==> src/rtl/otter_io_pkg.sv <==
// Shared constants for the OTTER IO timer: register map, CTRL layout, default base.
package otter_io_pkg;

  localparam logic [31:0] DEFAULT_BASE_ADDR = 32'h1100_0400;

  localparam logic [1:0] IDX_CTRL   = 2'd0;
  localparam logic [1:0] IDX_COUNT  = 2'd1;
  localparam logic [1:0] IDX_RELOAD = 2'd2;
  localparam logic [1:0] IDX_STATUS = 2'd3;

  localparam int CTRL_EN_BIT   = 0;
  localparam int CTRL_AUTO_BIT = 1;
  localparam int CTRL_IE_BIT   = 2;

  localparam int PRESCALE_LSB = 8;
  localparam int PRESCALE_MSB = 15;
  localparam int PRESCALE_W   = PRESCALE_MSB - PRESCALE_LSB + 1;

  localparam int STATUS_PEND_BIT = 0;

  // Builds the CTRL readback word; unused bits always read as zero.
  function automatic logic [31:0] packCtrl(input logic en, input logic auto,
                                           input logic ie,
                                           input logic [PRESCALE_W-1:0] prescale);
    logic [31:0] word;
    word = '0;
    word[CTRL_EN_BIT]                = en;
    word[CTRL_AUTO_BIT]              = auto;
    word[CTRL_IE_BIT]                = ie;
    word[PRESCALE_MSB:PRESCALE_LSB]  = prescale;
    return word;
  endfunction

endpackage

==> src/rtl/otter_io_timer_prescaler.sv <==
// Prescaler for the IO timer: emits a one-cycle TICK every PRESCALE+1 enabled cycles.
module tmr_prescaler
  import otter_io_pkg::*;
(
  input  logic                  CLK,
  input  logic                  RST,
  input  logic                  EN,
  input  logic                  CLR,
  input  logic [PRESCALE_W-1:0] PRESCALE,
  output logic                  TICK
);

  logic [PRESCALE_W-1:0] r_pcnt;

  // Greater-or-equal so a PRESCALE lowered under the running count still ticks promptly.
  assign TICK = EN && (r_pcnt >= PRESCALE);

  // Count enabled cycles, restarting on a tick, a clear request, or while disabled.
  always_ff @(posedge CLK) begin
    if (RST || CLR || !EN || TICK) begin
      r_pcnt <= '0;
    end else begin
      r_pcnt <= r_pcnt + 1'b1;
    end
  end

endmodule

==> src/rtl/otter_io_timer.sv <==
// Memory-mapped countdown timer on the OTTER IOBUS with prescaler, auto-reload and interrupt.
module otter_io_timer
  import otter_io_pkg::*;
#(
  parameter logic [31:0] BASE_ADDR = DEFAULT_BASE_ADDR
) (
  input  logic        CLK,
  input  logic        RST,
  input  logic [31:0] IOBUS_ADDR,
  input  logic [31:0] IOBUS_OUT,
  input  logic        IOBUS_WR,
  output logic [31:0] RD_DATA,
  output logic        RD_HIT,
  output logic        INTR
);

  logic                  r_en;
  logic                  r_auto;
  logic                  r_ie;
  logic [PRESCALE_W-1:0] r_prescale;
  logic [31:0]           r_count;
  logic [31:0]           r_reload;
  logic                  r_pend;

  logic       w_sel;
  logic [1:0] w_idx;
  logic       w_wrCtrl;
  logic       w_wrCount;
  logic       w_wrReload;
  logic       w_wrStatus;
  logic       w_tick;
  logic       w_expire;
  logic       w_pcntClr;
  logic       w_unusedAddr;

  assign w_sel        = (IOBUS_ADDR[31:4] == BASE_ADDR[31:4]);
  assign w_idx        = IOBUS_ADDR[3:2];
  assign w_unusedAddr = &{1'b0, IOBUS_ADDR[1:0]};

  assign w_wrCtrl   = IOBUS_WR && w_sel && (w_idx == IDX_CTRL);
  assign w_wrCount  = IOBUS_WR && w_sel && (w_idx == IDX_COUNT);
  assign w_wrReload = IOBUS_WR && w_sel && (w_idx == IDX_RELOAD);
  assign w_wrStatus = IOBUS_WR && w_sel && (w_idx == IDX_STATUS);

  assign w_expire  = w_tick && (r_count == 32'd0);
  assign w_pcntClr = w_wrCtrl || (w_wrCount && w_tick);

  tmr_prescaler u_prescaler (
    .CLK      (CLK),
    .RST      (RST),
    .EN       (r_en),
    .CLR      (w_pcntClr),
    .PRESCALE (r_prescale),
    .TICK     (w_tick)
  );

  // CTRL: software writes win over the one-shot hardware clear of EN.
  always_ff @(posedge CLK) begin
    if (RST) begin
      r_en       <= 1'b0;
      r_auto     <= 1'b0;
      r_ie       <= 1'b0;
      r_prescale <= '0;
    end else if (w_wrCtrl) begin
      r_en       <= IOBUS_OUT[CTRL_EN_BIT];
      r_auto     <= IOBUS_OUT[CTRL_AUTO_BIT];
      r_ie       <= IOBUS_OUT[CTRL_IE_BIT];
      r_prescale <= IOBUS_OUT[PRESCALE_MSB:PRESCALE_LSB];
    end else if (w_expire && !r_auto) begin
      r_en <= 1'b0;
    end
  end

  // COUNT: software write beats the tick; otherwise decrement or reload on expiry.
  always_ff @(posedge CLK) begin
    if (RST) begin
      r_count <= '0;
    end else if (w_wrCount) begin
      r_count <= IOBUS_OUT;
    end else if (w_tick) begin
      if (r_count != 32'd0) begin
        r_count <= r_count - 32'd1;
      end else if (r_auto) begin
        r_count <= r_reload;
      end
    end
  end

  // RELOAD is a plain software register.
  always_ff @(posedge CLK) begin
    if (RST) begin
      r_reload <= '0;
    end else if (w_wrReload) begin
      r_reload <= IOBUS_OUT;
    end
  end

  // PEND: hardware set has priority over a coincident write-1-to-clear.
  always_ff @(posedge CLK) begin
    if (RST) begin
      r_pend <= 1'b0;
    end else if (w_expire) begin
      r_pend <= 1'b1;
    end else if (w_wrStatus && IOBUS_OUT[STATUS_PEND_BIT]) begin
      r_pend <= 1'b0;
    end
  end

  // Side-effect-free read mux, zero outside the window.
  always_comb begin
    RD_DATA = '0;
    RD_HIT  = w_sel;
    if (w_sel) begin
      case (w_idx)
        IDX_CTRL:   RD_DATA = packCtrl(r_en, r_auto, r_ie, r_prescale);
        IDX_COUNT:  RD_DATA = r_count;
        IDX_RELOAD: RD_DATA = r_reload;
        default:    RD_DATA = {31'd0, r_pend};
      endcase
    end
  end

  assign INTR = r_pend & r_ie;

endmodule

==> config.mk <==
export PLATFORM = sky130hd
export DESIGN_NAME = otter_io_timer
export DESIGN_NICKNAME = d
export VERILOG_FILES = /design/src/rtl/otter_io_pkg.sv /design/src/rtl/otter_io_timer_prescaler.sv /design/src/rtl/otter_io_timer.sv
export SDC_FILE = /design/constraint.sdc
export NUM_CORES = 1
export LEC_CHECK = 0
export BUFFER_PORTS_ARGS = -buffer_cell sky130_fd_sc_hd__buf_2
export CAP_MARGIN = 20
export CORE_ASPECT_RATIO = 1.4
export CORE_MARGIN = 8
export CORE_UTILIZATION = 45
export DETAILED_ROUTE_END_ITERATION = 8
export PLACE_DENSITY = 0.67
export SYNTH_ARGS = -nofsm -noshare
export SYNTH_HDL_FRONTEND = slang
export SYNTH_SLANG_ARGS = --single-unit
==> constraint.sdc <==
create_clock -name CLK -period 3.1 [get_ports CLK]
set_input_delay 0.155 -clock CLK [delete_from_list [all_inputs] [get_ports CLK]]
set_output_delay 0.155 -clock CLK [all_outputs]
set_load 0.005 [all_outputs]
==> parameters.txt <==
Parameter                              Value

Synth
  Synth unique cells ... 63
  Number of enable-type register cells in the synthesized netlist ... 0
  Most used DFF post-synth ... sky130_fd_sc_hd__dfxtp_1
  Average cell area after synthesis ... 7.16 sq um
  Cell area after technology mapping ... 0.00514 sq mm
  Number of synthesis warnings ... 0
  Async set-reset flop share out of synthesis ... 0
  Post-synth net total ... slightly below 800
  Number of synthesized register bits ... between 80 and 90
  Mapped Cells ... 718
  Share of synthesized area occupied by flip-flops and latches ... 0.327

Setup path
  Data arrival time of the critical path ... between 3 and 4 ns
  Crit path required time ... around 3.3 ns
  Highest cell delay on the worst timing path ... 0.49 ns
  Setup Crit Path Kind ... reg -> reg
  Kind of end point of the critical path ... flip-flop
  Type of origin of the critical path ... flip-flop
  Crit-path slowest cell ... sky130_fd_sc_hd__a2111oi_1
  Max Fanout on Critical Path ... 11
  Crit path cell chain ... inv_1, ha_1, nand2b_1, a2111oi_1, buf_4, o211ai_1, and2_1, buf_4, nand2_1, nor2_1, nor4_1
  Most Frequent Cell on Critical Path ... sky130_fd_sc_hd__buf_4
  Bufs and invs on worst path ... 3
  Dominant delay contributor by cell family on the critical path ... simple AND/OR/NAND/NOR gates

Global route
  GRT Util Overall ... 0.216
  Global-route wire length before repair ... between 20000 and 30000 microns
  Maximum number of pins on one net before global-route repair ... between 50 and 60
  Initial antenna violation count ... 0
  Via count of the first global-routing pass ... between 5000 and 6000
  Sum of overflow across all layers after global routing ... 0

STA
  Maximum achievable frequency ... 0.335 GHz
  Worst hold slack across all endpoints ... slightly below 0.06 ns
  Final period demand of the worst path ... between 2 and 3 ns
  Relative slew slack ... 0.364
  Pins Over Slew Limit ... 0
  Final-report setup violation count ... 0
  Slew at the pin with the worst max-slew slack ... between 0.9 and 1 ns
  Clock skew after layout ... around 0.0051 ns
  Final Hold Fails ... 0
  Post-route fraction of the period consumed by the critical path ... 0.963

Floorplanning
  Starting density of the core ... 0.458
  Height of the die ... between 100 and 150 microns
  Area of the die ... around 0.015 sq mm
  Core area ... roughly 0.011 sq mm
  Chip width ... around 110 microns
  Ports ... around 100
  Row count ... 46

Routing
  DR WL/cell ... 17.6 microns
  Via Count ... between 5000 and 6000
  Drt initial violations ... about 420
  First-pass DRT Iterations ... 5
  Routed Antenna Nets ... 0
  Detailed-route vias per instance ... 5.91
  DRC Markers ... 0
  Wire length after detailed routing ... between 15000 and 20000 microns

Pwr
  VDD IR max ... approximately 0.27 mV
  Leakage component of the power ... approximately 2.3 nW
  Power per unit of standard cell area ... 383 mW/mm^2
  Total chip power ... 2.35 mW

Layout
  Antenna fix cells ... 0
  Nets ... about 880
  Area added between synthesis and finish ... 19.5%
  Layout cells sized above 1 ... 0.198

Clock network
  Post-CTS Hold Fix Bufs ... 0
  CTS clock-pin slew for the worst setup and hold paths ... ~0.060 ns
  Buffers inserted by post-CTS timing repair ... 0
  TritonCTS sink count ... 84
  Count of instances resized after the clock tree is built ... 0
  Clock latency reported for the late side of the worst-skew pair ... 0.34 ns
  H-Tree Depth ... 3
  Library cell used as clock root buffer ... sky130_fd_sc_hd__clkbuf_16
  Total clock buffers created by CTS ... 9
  Clock Tree Buf Depth ... 2
  Clock tree from TritonCTS ... yes

Min path
  Class of the most critical hold timing path ... in -> reg

Run
  # Max-Cap Violations ... 0

Run status
  Outcome ... complete, no violations

Placement
  Placed wire-length estimate ... ~12000 microns
  IO Port Bufs ... 98
  Routability congestion estimate ... 0.919
-- report_power, final --
group	leakage (nW)	total, mW	switching (mW)	internal, mW
clock	0.162	1.17	0.441	0.727
sequential	0.676	1.08	0.00000000108	1.08
combinational	1.47	0.102	0.0624	0.0393
total	2.31	2.35	0.504	1.85
-- area by class of cell --
type | count | area, sq um
clock buffer | 10 | 239
tap | 144 | 180
inverter | 20 | 75.1
sequential | 84 | 1680
clock inverter | 6 | 87.6
multi-input combinational | 559 | 3150
timing repair buffer | 129 | 723
fill | 1119 | 5080
-- per-layer routing --
layer | GRT usage | part of all wire | wire length (microns)
met5 | 0 | 0 | 0
met4 | 0.0855 | 0.023 | 379
met2 | 0.393 | 0.52 | 8790
met1 | 0.243 | 0.40 | 6650
met3 | 0.0363 | 0.057 | 959
-- cell families (layout without fill, tap and decap cells) --
kind of cell,count (synthesis),after routing,synth area share
buf+inv,75,165,0.0609
mux,15,15,0.0319
flops,84,84,0.327
xor+xnor,8,8,0.0136
simple gates,331,331,0.302
fa+ha+maj,11,11,0.0268
compound gates,194,194,0.237
-- worst paths after layout --
kind | from | slack (ns) | end | cells past startpoint
worst min-delay path | IOBUS_OUT[26] | 0.06 | r_reload[26] | 3
worst max register to register | u_prescaler.r_pcnt[0] | 0.12 | r_count[9] | 11
worst max-delay path | u_prescaler.r_pcnt[0] | 0.12 | r_count[9] | 11
worst min register to register | r_prescale[3] | 0.47 | r_prescale[3] | 2
-- worst register-to-register path, stage by stage, from the launching register on --
cell	delay, ns
sky130_fd_sc_hd__dfxtp_1	0.39
sky130_fd_sc_hd__inv_1	0.06
sky130_fd_sc_hd__ha_1	0.26
sky130_fd_sc_hd__nand2b_1	0.14
sky130_fd_sc_hd__a2111oi_1	0.49
sky130_fd_sc_hd__buf_4	0.20
sky130_fd_sc_hd__o211ai_1	0.10
sky130_fd_sc_hd__and2_1	0.33
sky130_fd_sc_hd__buf_4	0.26
sky130_fd_sc_hd__nand2_1	0.28
sky130_fd_sc_hd__nor2_1	0.11
sky130_fd_sc_hd__nor4_1	0.25
-- Yosys cell counts (all sizes together), types with 13 or more instances --
master / count / area, sq um
nand2: 118 / 443
nor2: 103 / 397
a21oi: 93 / 465
dfxtp: 84 / 1680
clkbuf: 44 / 165
nor3: 22 / 115
a22oi: 21 / 158
inv: 19 / 71.3
nor4: 19 / 140
nand3: 16 / 80.1
mux2i: 13 / 130
-- metrics by stage --
step	worst slack [ns]	setup TNS, ns	std cells	utilization	instance area, sq um
global placement	0.286	0	936	0.517	5810
floorplan	0.391	0	718	-	5140
CTS	0.180	0	952	0.546	6130
finish	0.115	0	952	0.547	6140
detailed placement	0.197	0	936	0.517	5810
global route	-0.0402	-0.0402	952	0.547	6140
-- flip-flops by register name (all words and copies together) (netlist names) --
register / cells
u_prescaler.r_pcnt: 8
r_en: 1
r_auto: 1
r_pend: 1
r_ie: 1
r_count: 32
r_prescale: 8
r_reload: 32
-- cells in the final DEF (no fill, tap or decap), drive strengths merged, types with 8 or more instances in the layout --
master / n
or3: 8
o31ai: 8
a211o: 8
nor2: 103
nor4: 19
a22oi: 21
nand2: 118
o21ai: 11
nor3: 22
mux2i: 13
a211oi: 11
clkbuf: 10
ha: 11
inv: 19
nand3: 16
dfxtp: 84
buf: 129
a21oi: 93
Power figures use the tool's default switching activity.
